==> src/rtl/bus_arb_pkg.sv <==
// Shared types and helpers for the multi-lane round-robin broadcast bus arbiter.
package bus_arb_pkg;

   localparam int unsigned ID_W     = 8;
   localparam int unsigned PCKG_MAX = 1024;
   localparam int unsigned PCKG_AW  = $clog2(PCKG_MAX);

   typedef enum logic [0:0] {IDLE, DELIVER} lane_state_t;

   // Destination ID is the top ID_W bits of an sz-bit package.
   function automatic logic [ID_W-1:0] pckg_dst(input logic [PCKG_MAX-1:0] pckg,
                                                input int unsigned         sz);
      logic [PCKG_AW-1:0] msb;
      msb = PCKG_AW'(sz - 1);
      return pckg[msb -: ID_W];
   endfunction

endpackage

==> src/rtl/bus_lane_arbiter.sv <==
// One bus lane: round-robin grant, package capture, destination decode and
// saturating drop counter.
module bus_lane_arbiter
   import bus_arb_pkg::*;
#(
   parameter int unsigned     drvrs     = 4,
   parameter int unsigned     pckg_sz   = 16,
   parameter logic [ID_W-1:0] broadcast = {ID_W{1'b1}}
) (
   input  logic                            clk_i,
   input  logic                            reset_i,
   input  logic [drvrs-1:0]                pndng_i,
   input  logic [drvrs-1:0][pckg_sz-1:0]   d_pop_i,
   output logic [drvrs-1:0]                pop_o,
   output logic [drvrs-1:0]                push_o,
   output logic [pckg_sz-1:0]              d_push_o,
   output logic                            lane_busy_o,
   output logic [15:0]                     err_cnt_o
);

   localparam int unsigned GW = $clog2(drvrs);

   lane_state_t        state_q, state_d;
   logic [GW-1:0]      last_grant_q, last_grant_d;
   logic [GW-1:0]      src_q, src_d;
   logic [pckg_sz-1:0] pckg_q, pckg_d;
   logic [drvrs-1:0]   dst_mask_q, dst_mask_d;
   logic               dst_bad_q, dst_bad_d;
   logic [15:0]        err_cnt_q, err_cnt_d;

   logic [GW-1:0]      grant;
   logic               grant_vld;
   logic [ID_W-1:0]    dst;
   int unsigned        cand;

   // First requester strictly after last_grant_q, searching upward with wrap.
   always_comb begin
      grant     = '0;
      grant_vld = 1'b0;
      cand      = 0;
      for (int unsigned i = 1; i <= drvrs; i++) begin
         cand = (32'(last_grant_q) + i) % drvrs;
         if (!grant_vld && pndng_i[GW'(cand)]) begin
            grant_vld = 1'b1;
            grant     = GW'(cand);
         end
      end
   end

   assign dst = pckg_dst(PCKG_MAX'(d_pop_i[grant]), pckg_sz);

   always_comb begin
      state_d      = state_q;
      last_grant_d = last_grant_q;
      src_d        = src_q;
      pckg_d       = pckg_q;
      dst_mask_d   = dst_mask_q;
      dst_bad_d    = dst_bad_q;
      err_cnt_d    = err_cnt_q;
      pop_o        = '0;
      push_o       = '0;
      case (state_q)
         IDLE: begin
            if (grant_vld) begin
               pop_o[grant] = 1'b1;
               pckg_d       = d_pop_i[grant];
               src_d        = grant;
               dst_mask_d   = '0;
               dst_bad_d    = 1'b0;
               if (32'(dst) < drvrs) begin
                  dst_mask_d[GW'(dst)] = 1'b1;
               end else if (dst == broadcast) begin
                  dst_mask_d        = '1;
                  dst_mask_d[grant] = 1'b0;
               end else begin
                  dst_bad_d = 1'b1;
               end
               state_d = DELIVER;
            end
         end
         DELIVER: begin
            push_o = dst_mask_q;
            if (dst_bad_q && (err_cnt_q != 16'hFFFF)) begin
               err_cnt_d = err_cnt_q + 16'd1;
            end
            last_grant_d = src_q;
            state_d      = IDLE;
         end
         default: state_d = IDLE;
      endcase
      // Strobes are suppressed while reset is held, even mid-delivery.
      if (reset_i) begin
         pop_o  = '0;
         push_o = '0;
      end
   end

   always_ff @(posedge clk_i) begin
      if (reset_i) begin
         state_q      <= IDLE;
         last_grant_q <= GW'(drvrs - 1);
         src_q        <= '0;
         pckg_q       <= '0;
         dst_mask_q   <= '0;
         dst_bad_q    <= 1'b0;
         err_cnt_q    <= '0;
      end else begin
         state_q      <= state_d;
         last_grant_q <= last_grant_d;
         src_q        <= src_d;
         pckg_q       <= pckg_d;
         dst_mask_q   <= dst_mask_d;
         dst_bad_q    <= dst_bad_d;
         err_cnt_q    <= err_cnt_d;
      end
   end

   assign d_push_o    = pckg_q;
   assign lane_busy_o = (state_q == DELIVER) && !reset_i;
   assign err_cnt_o   = err_cnt_q;

endmodule

==> src/rtl/bus_rr_bcast_arbiter.sv <==
// Multi-lane bus arbiter: one independent bus_lane_arbiter per lane; this level
// only maps the flattened lane arrays onto the lane instances.
module bus_rr_bcast_arbiter
   import bus_arb_pkg::*;
#(
   parameter int unsigned     bits      = 1,
   parameter int unsigned     drvrs     = 4,
   parameter int unsigned     pckg_sz   = 16,
   parameter logic [ID_W-1:0] broadcast = {8{1'b1}}
) (
   input  logic                                     clk,
   input  logic                                     reset,
   input  logic [bits-1:0][drvrs-1:0]               pndng,
   input  logic [bits-1:0][drvrs-1:0][pckg_sz-1:0]  D_pop,
   output logic [bits-1:0][drvrs-1:0]               pop,
   output logic [bits-1:0][drvrs-1:0]               push,
   output logic [bits-1:0][pckg_sz-1:0]             D_push,
   output logic [bits-1:0]                          lane_busy,
   output logic [bits-1:0][15:0]                    err_cnt
);

   for (genvar l = 0; l < bits; l++) begin : g_lane
      bus_lane_arbiter #(
         .drvrs     (drvrs),
         .pckg_sz   (pckg_sz),
         .broadcast (broadcast)
      ) u_lane (
         .clk_i       (clk),
         .reset_i     (reset),
         .pndng_i     (pndng[l]),
         .d_pop_i     (D_pop[l]),
         .pop_o       (pop[l]),
         .push_o      (push[l]),
         .d_push_o    (D_push[l]),
         .lane_busy_o (lane_busy[l]),
         .err_cnt_o   (err_cnt[l])
      );
   end

endmodule

==> config.mk <==
export PLATFORM = sky130hd
export DESIGN_NAME = bus_rr_bcast_arbiter
export DESIGN_NICKNAME = d
export VERILOG_FILES = /design/src/rtl/bus_arb_pkg.sv /design/src/rtl/bus_lane_arbiter.sv /design/src/rtl/bus_rr_bcast_arbiter.sv
export SDC_FILE = /design/constraint.sdc
export NUM_CORES = 1
export LEC_CHECK = 0
export ABC_AREA = 0
export BUFFER_PORTS_ARGS = -buffer_cell sky130_fd_sc_hd__buf_4
export CORE_ASPECT_RATIO = 0.7
export CORE_MARGIN = 5
export CORE_UTILIZATION = 51
export DETAILED_ROUTE_END_ITERATION = 10
export PLACE_DENSITY = 0.85
export SETUP_SLACK_MARGIN = 0.2
export SLEW_MARGIN = 30
export SYNTH_ARGS = -nofsm -noshare
export SYNTH_HDL_FRONTEND = slang
export SYNTH_HIERARCHICAL = 1
export SYNTH_SLANG_ARGS = --single-unit
export TNS_END_PERCENT = 30
==> constraint.sdc <==
create_clock -name clk -period 4.9 [get_ports clk]
set_input_delay 0.98 -clock clk [delete_from_list [all_inputs] [get_ports clk]]
set_output_delay 0.98 -clock clk [all_outputs]
set_load 0.02 [all_outputs]
==> Word level (Yosys, flattened, before mapping) <==
Index checks and enable logic that the tools add are counted.
{ "totals": {"inputBits": 70, "register_bits": 42, "wordCells": 71, "out_inout_bits": 41} }
{ "op_classes": {"n_eq_ne": 2, "n_addsub": 5, "order_cmp": 9, "bitwise_logic": 2, "n_mux": 33, "n_reduce_logical": 13} }
{ "op_table": {"columns": ["operator", "count"], "rows": [
  ["16-bit binary-select mux with 2-bit select", 1],
  ["4-bit two-way mux", 7],
  ["2-bit by 3-bit less-than comparator with 1-bit output (second input constant)", 6],
  ["16-bit by 1-bit adder with 16-bit output (second input constant)", 1],
  ["16-bit two-way mux", 1],
  ["16-bit inequality test (second input constant)", 1],
  ["1-bit two-way mux", 13],
  ["1-bit binary-select mux with 2-bit select", 4],
  ["8-bit == test (second input constant)", 1],
  ["8-bit by 3-bit less-than comparator with 1-bit output (second input constant)", 1],
  ["2-bit two-way mux", 4],
  ["1-bit logical AND", 7],
  ["2-bit by 1-bit adder with 2-bit output (second input constant)", 2],
  ["2-bit adder (second input constant)", 2],
  ["1-bit demux with 2-bit select", 2],
  ["2-bit by 1-bit greater-or-equal comparator with 1-bit output (second input constant)", 2],
  ["1-bit logical NOT", 4],
  ["4-bit NOT", 1],
  ["2-bit AND reduction", 2],
  ["1-bit case mux with 2 select lines", 1],
  ["1-bit NOT", 1]
]} }

==> Longest topological paths before layout <==
{ "depth": {"ltp_word": 20, "depth_mapped": 11} }

==> Worst setup path after synthesis <==
Ideal clock, no wire load.
{ "synth_path": {"kind": "input -> output", "start": "input pndng[0] (netlist bit)", "end": "output pop[2] (netlist bit)", "n_path_buf": 2, "arrival_time_ns": 2.396, "path_slack_ns": 1.524, "stages": 6, "required_ns": 3.920, "path_cell_list": "o211a_1 nor2_2 buf_6 nand2_1 clkbuf_1 nor3_1"} }
{ "synth_rtl": {"columns": ["element", "line", "rtl"], "rows": [
  ["start, declared", "bus_rr_bcast_arbiter.sv:13", "input logic [bits-1:0][drvrs-1:0] pndng,"],
  ["end, declared", "bus_rr_bcast_arbiter.sv:15", "output logic [bits-1:0][drvrs-1:0] pop,"]
]} }

==> reports/metrics.csv <==
metric,value,unit
power_density,268,nW/um2
hold_viol,0,
met1_length,3370,um
die_x,94.0,um
rows,21,
drive_above_1_share,0.321,
tns,0,ns
postCtsSetupRepairBufs,0,
finalCriticalPeriod,3.71,ns
cts_tree,built,
fin_nets,500,
wl_met2,3550,um
outcome,"finished, final reports clean",
hold_path_depth,2,
ctsResizeCount,0,
arrival,2.73,ns
finalCritPeriodShare,0.758,
htreeDepth,2,
grt_use_total,0.235,
syn_area,2520,um2
multi_input_area,1540,um2
async_flop_share,0,
drtPass1Iterations,4,
maxCapViolCount,0,
gp_congestion,0.815,
ff_latch_area,841,um2
grt_overflow,0,
ys_ff_latch,42,
vias,2848,
synth_cell_types,52,
crit_required,3.92,ns
port_buffers,110,
r2r_setup_slack,2.04,ns
synth-main-ff-cell,dfxtp_1,
fin_util,0.716,
dieArea,6470,um2
via_per_inst,5.71,
hold_end,g_lane[0].u_lane/d_push_o[8]$_SDFFE_PP0P_,
grt_antenna_before_repair,0,
setup_violations,0,
routed_wirelength,7630,um
routed-wl-met3,642,um
slew_headroom,0.541,
syn_nets,401,
cts.clk_slew.worst_paths,0.07,ns
clock_skew,0.00797,ns
drc_errors,0,
rsz0062_at_grt,no,
grt_pass1_wl,12300,um
syn2layout_area_growth,35.9,%
r2r-end,g_lane[0].u_lane/dst_mask_q[2]$_SDFFE_PP0P_,
synth_edf_count,0,
synth_cells,330,
ios,111,
initial_core_util,0.527,
worst_setup_path_end_kind,primary output,
fmax,0.269,GHz
peakVddDrop,153,uV
grt_max_degree,45,
finalNonFillerCells,499,
power_leakage,1.47,nW
max_slew.worst_pin.slew,0.689,ns
r2r-start,g_lane[0].u_lane/last_grant_q[1]$_SDFFE_PP1P_,
top_layer_used,met4,
layout_setup_ws,1.19,ns
first_iter_violations,212,
dieHeight,68.8,um
core_area,4780,um2
post-place-cells,491,
avgRoutedWirePerCell,15.3,um
first_global_vias,2762,
cts_inserted_buffers,5,
hp-class,reg -> reg,
r2r_cells,7,
pre_cts_ws,1.22,ns
n_antenna_cell,0,
yosysSeqAreaShare,0.334,
postRouteAntennaNets,0,
critPathKind,in -> out,
cts_root_buf,clkbuf_8,
crit_fanout,19,
min_from,g_lane[0].u_lane/d_push_o[8]$_SDFFE_PP0P_,
fill_cells,409,
syn_avg_cell_area,7.64,um2
hold_buffers,0,
slew_viol_final,0,
clkLatencyLatePin,0.28,ns
p_total,0.000919,W
start_kind,input pin,
clk_path_buf_depth,2,
clock-sinks,42,
ys_warn_count,6,
hpwlAfterDp,5790,um
[cell usage after synthesis (all sizes together) (2+ instances only)]
master | number | area (um2)
and2 | 6 | 40.0
nand3 | 38 | 195
a211o | 2 | 17.5
a21oi | 26 | 134
buf | 8 | 80.1
o22ai | 3 | 18.8
nand4 | 5 | 31.3
xnor2 | 5 | 43.8
inv | 3 | 11.3
dfxtp | 42 | 841
nor2 | 23 | 91.3
nor2b | 4 | 27.5
clkbuf | 14 | 52.6
a21o | 2 | 15.0
mux2i | 2 | 23.8
xor2 | 5 | 43.8
or3 | 6 | 37.5
a32oi | 19 | 189
and4 | 4 | 35.0
and3 | 3 | 18.8
o21ai | 22 | 114
nor3 | 5 | 25.0
nand2 | 66 | 248
[metal layers]
| layer | vias up | global-route usage |
|---|---|---|
| li1 | 1388 | - |
| met1 | 1350 | 0.293 |
| met2 | 104 | 0.408 |
| met3 | 6 | 0.0694 |
| met4 | 0 | 0.0505 |
| met5 | - | 0 |
[cells in the final DEF (no fill, tap or decap), types with 2 or more instances in the layout]
master / instances
a211o_1: 2
a21o_1: 2
a21oi_1: 24
a21oi_2: 2
a32oi_1: 16
a32oi_2: 3
and2_1: 5
and3_1: 3
and4_1: 4
buf_4: 114
clkbuf_8: 6
dfxtp_1: 42
inv_1: 3
nand2_1: 66
nand3_1: 37
nand4_1: 5
nor2_1: 21
nor2_2: 2
nor2b_1: 3
nor3_1: 5
o21ai_0: 18
o21ai_1: 3
o22ai_1: 3
or3_1: 6
xnor2_1: 5
xor2_1: 5
[power breakdown]
group / leakage (nW) / internal, W / switching [W]
registers: 0.344 / 0.000365 / 0.0000181
logic: 1.08 / 0.000132 / 0.000182
clock network: 0.0482 / 0.000114 / 0.000109
total: 1.47 / 0.000610 / 0.000309
[final cells by class]
class,instances,share of cell area
tap,69,0.0252
inverter,3,0.00329
multi-input combinational,263,0.449
sequential,42,0.246
clock inverter,1,0.00146
clock buffer,7,0.0252
timing repair buffer,114,0.250
[cells by family (layout without fill, tap and decap cells)]
kind of cell	Yosys count	count (layout)	synth area share
buffers and inverters	25	125	0.0571
flip-flops	42	42	0.334
multiplexers	2	2	0.00943
XOR/XNOR	10	10	0.0348
AND/OR/NAND/NOR	166	166	0.321
AO/OA/AOI/OAI	84	84	0.239
adder cells (fa/ha/maj)	1	1	0.00496
[per-stage QoR]
step / hold WS [ns] / instance area [um2]
2_1_floorplan: 0.436 / 2520
3_3_place_gp: 0.444 / 3330
3_5_place_dp: 0.449 / 3330
4_1_cts: 0.459 / 3420
5_1_grt: 0.480 / 3420
6_report: 0.460 / 3420
[critical path, cell delays in order]
cell     delay (ns)
buf_4          0.13
o211a_1        0.23
or2_1          0.44
nor2_2         0.64
nor3_1         0.11
buf_4          0.19
[flip-flops by register name, indices dropped and copies added, names as in the netlist]
register and flops:
g_lane.u_lane/d_push_o 16, g_lane.u_lane/err_cnt_o 16, g_lane.u_lane/dst_bad_q 1, g_lane.u_lane/src_q 2
g_lane.u_lane/last_grant_q 2, g_lane.u_lane/state_q 1, g_lane.u_lane/dst_mask_q 4
[worst max path at each step]
stage / to / slack (ns) / from
after floorplan: pop[2] / 1.52 / pndng[0]
after global placement: pop[0] / 1.30 / pndng[0]
after detailed placement: pop[1] / 1.22 / pndng[0]
after CTS: pop[1] / 1.21 / pndng[0]
after global routing: pop[0] / 1.07 / pndng[0]
final: pop[0] / 1.19 / pndng[0]
Note: power is estimated with default switching activity, not from simulation.
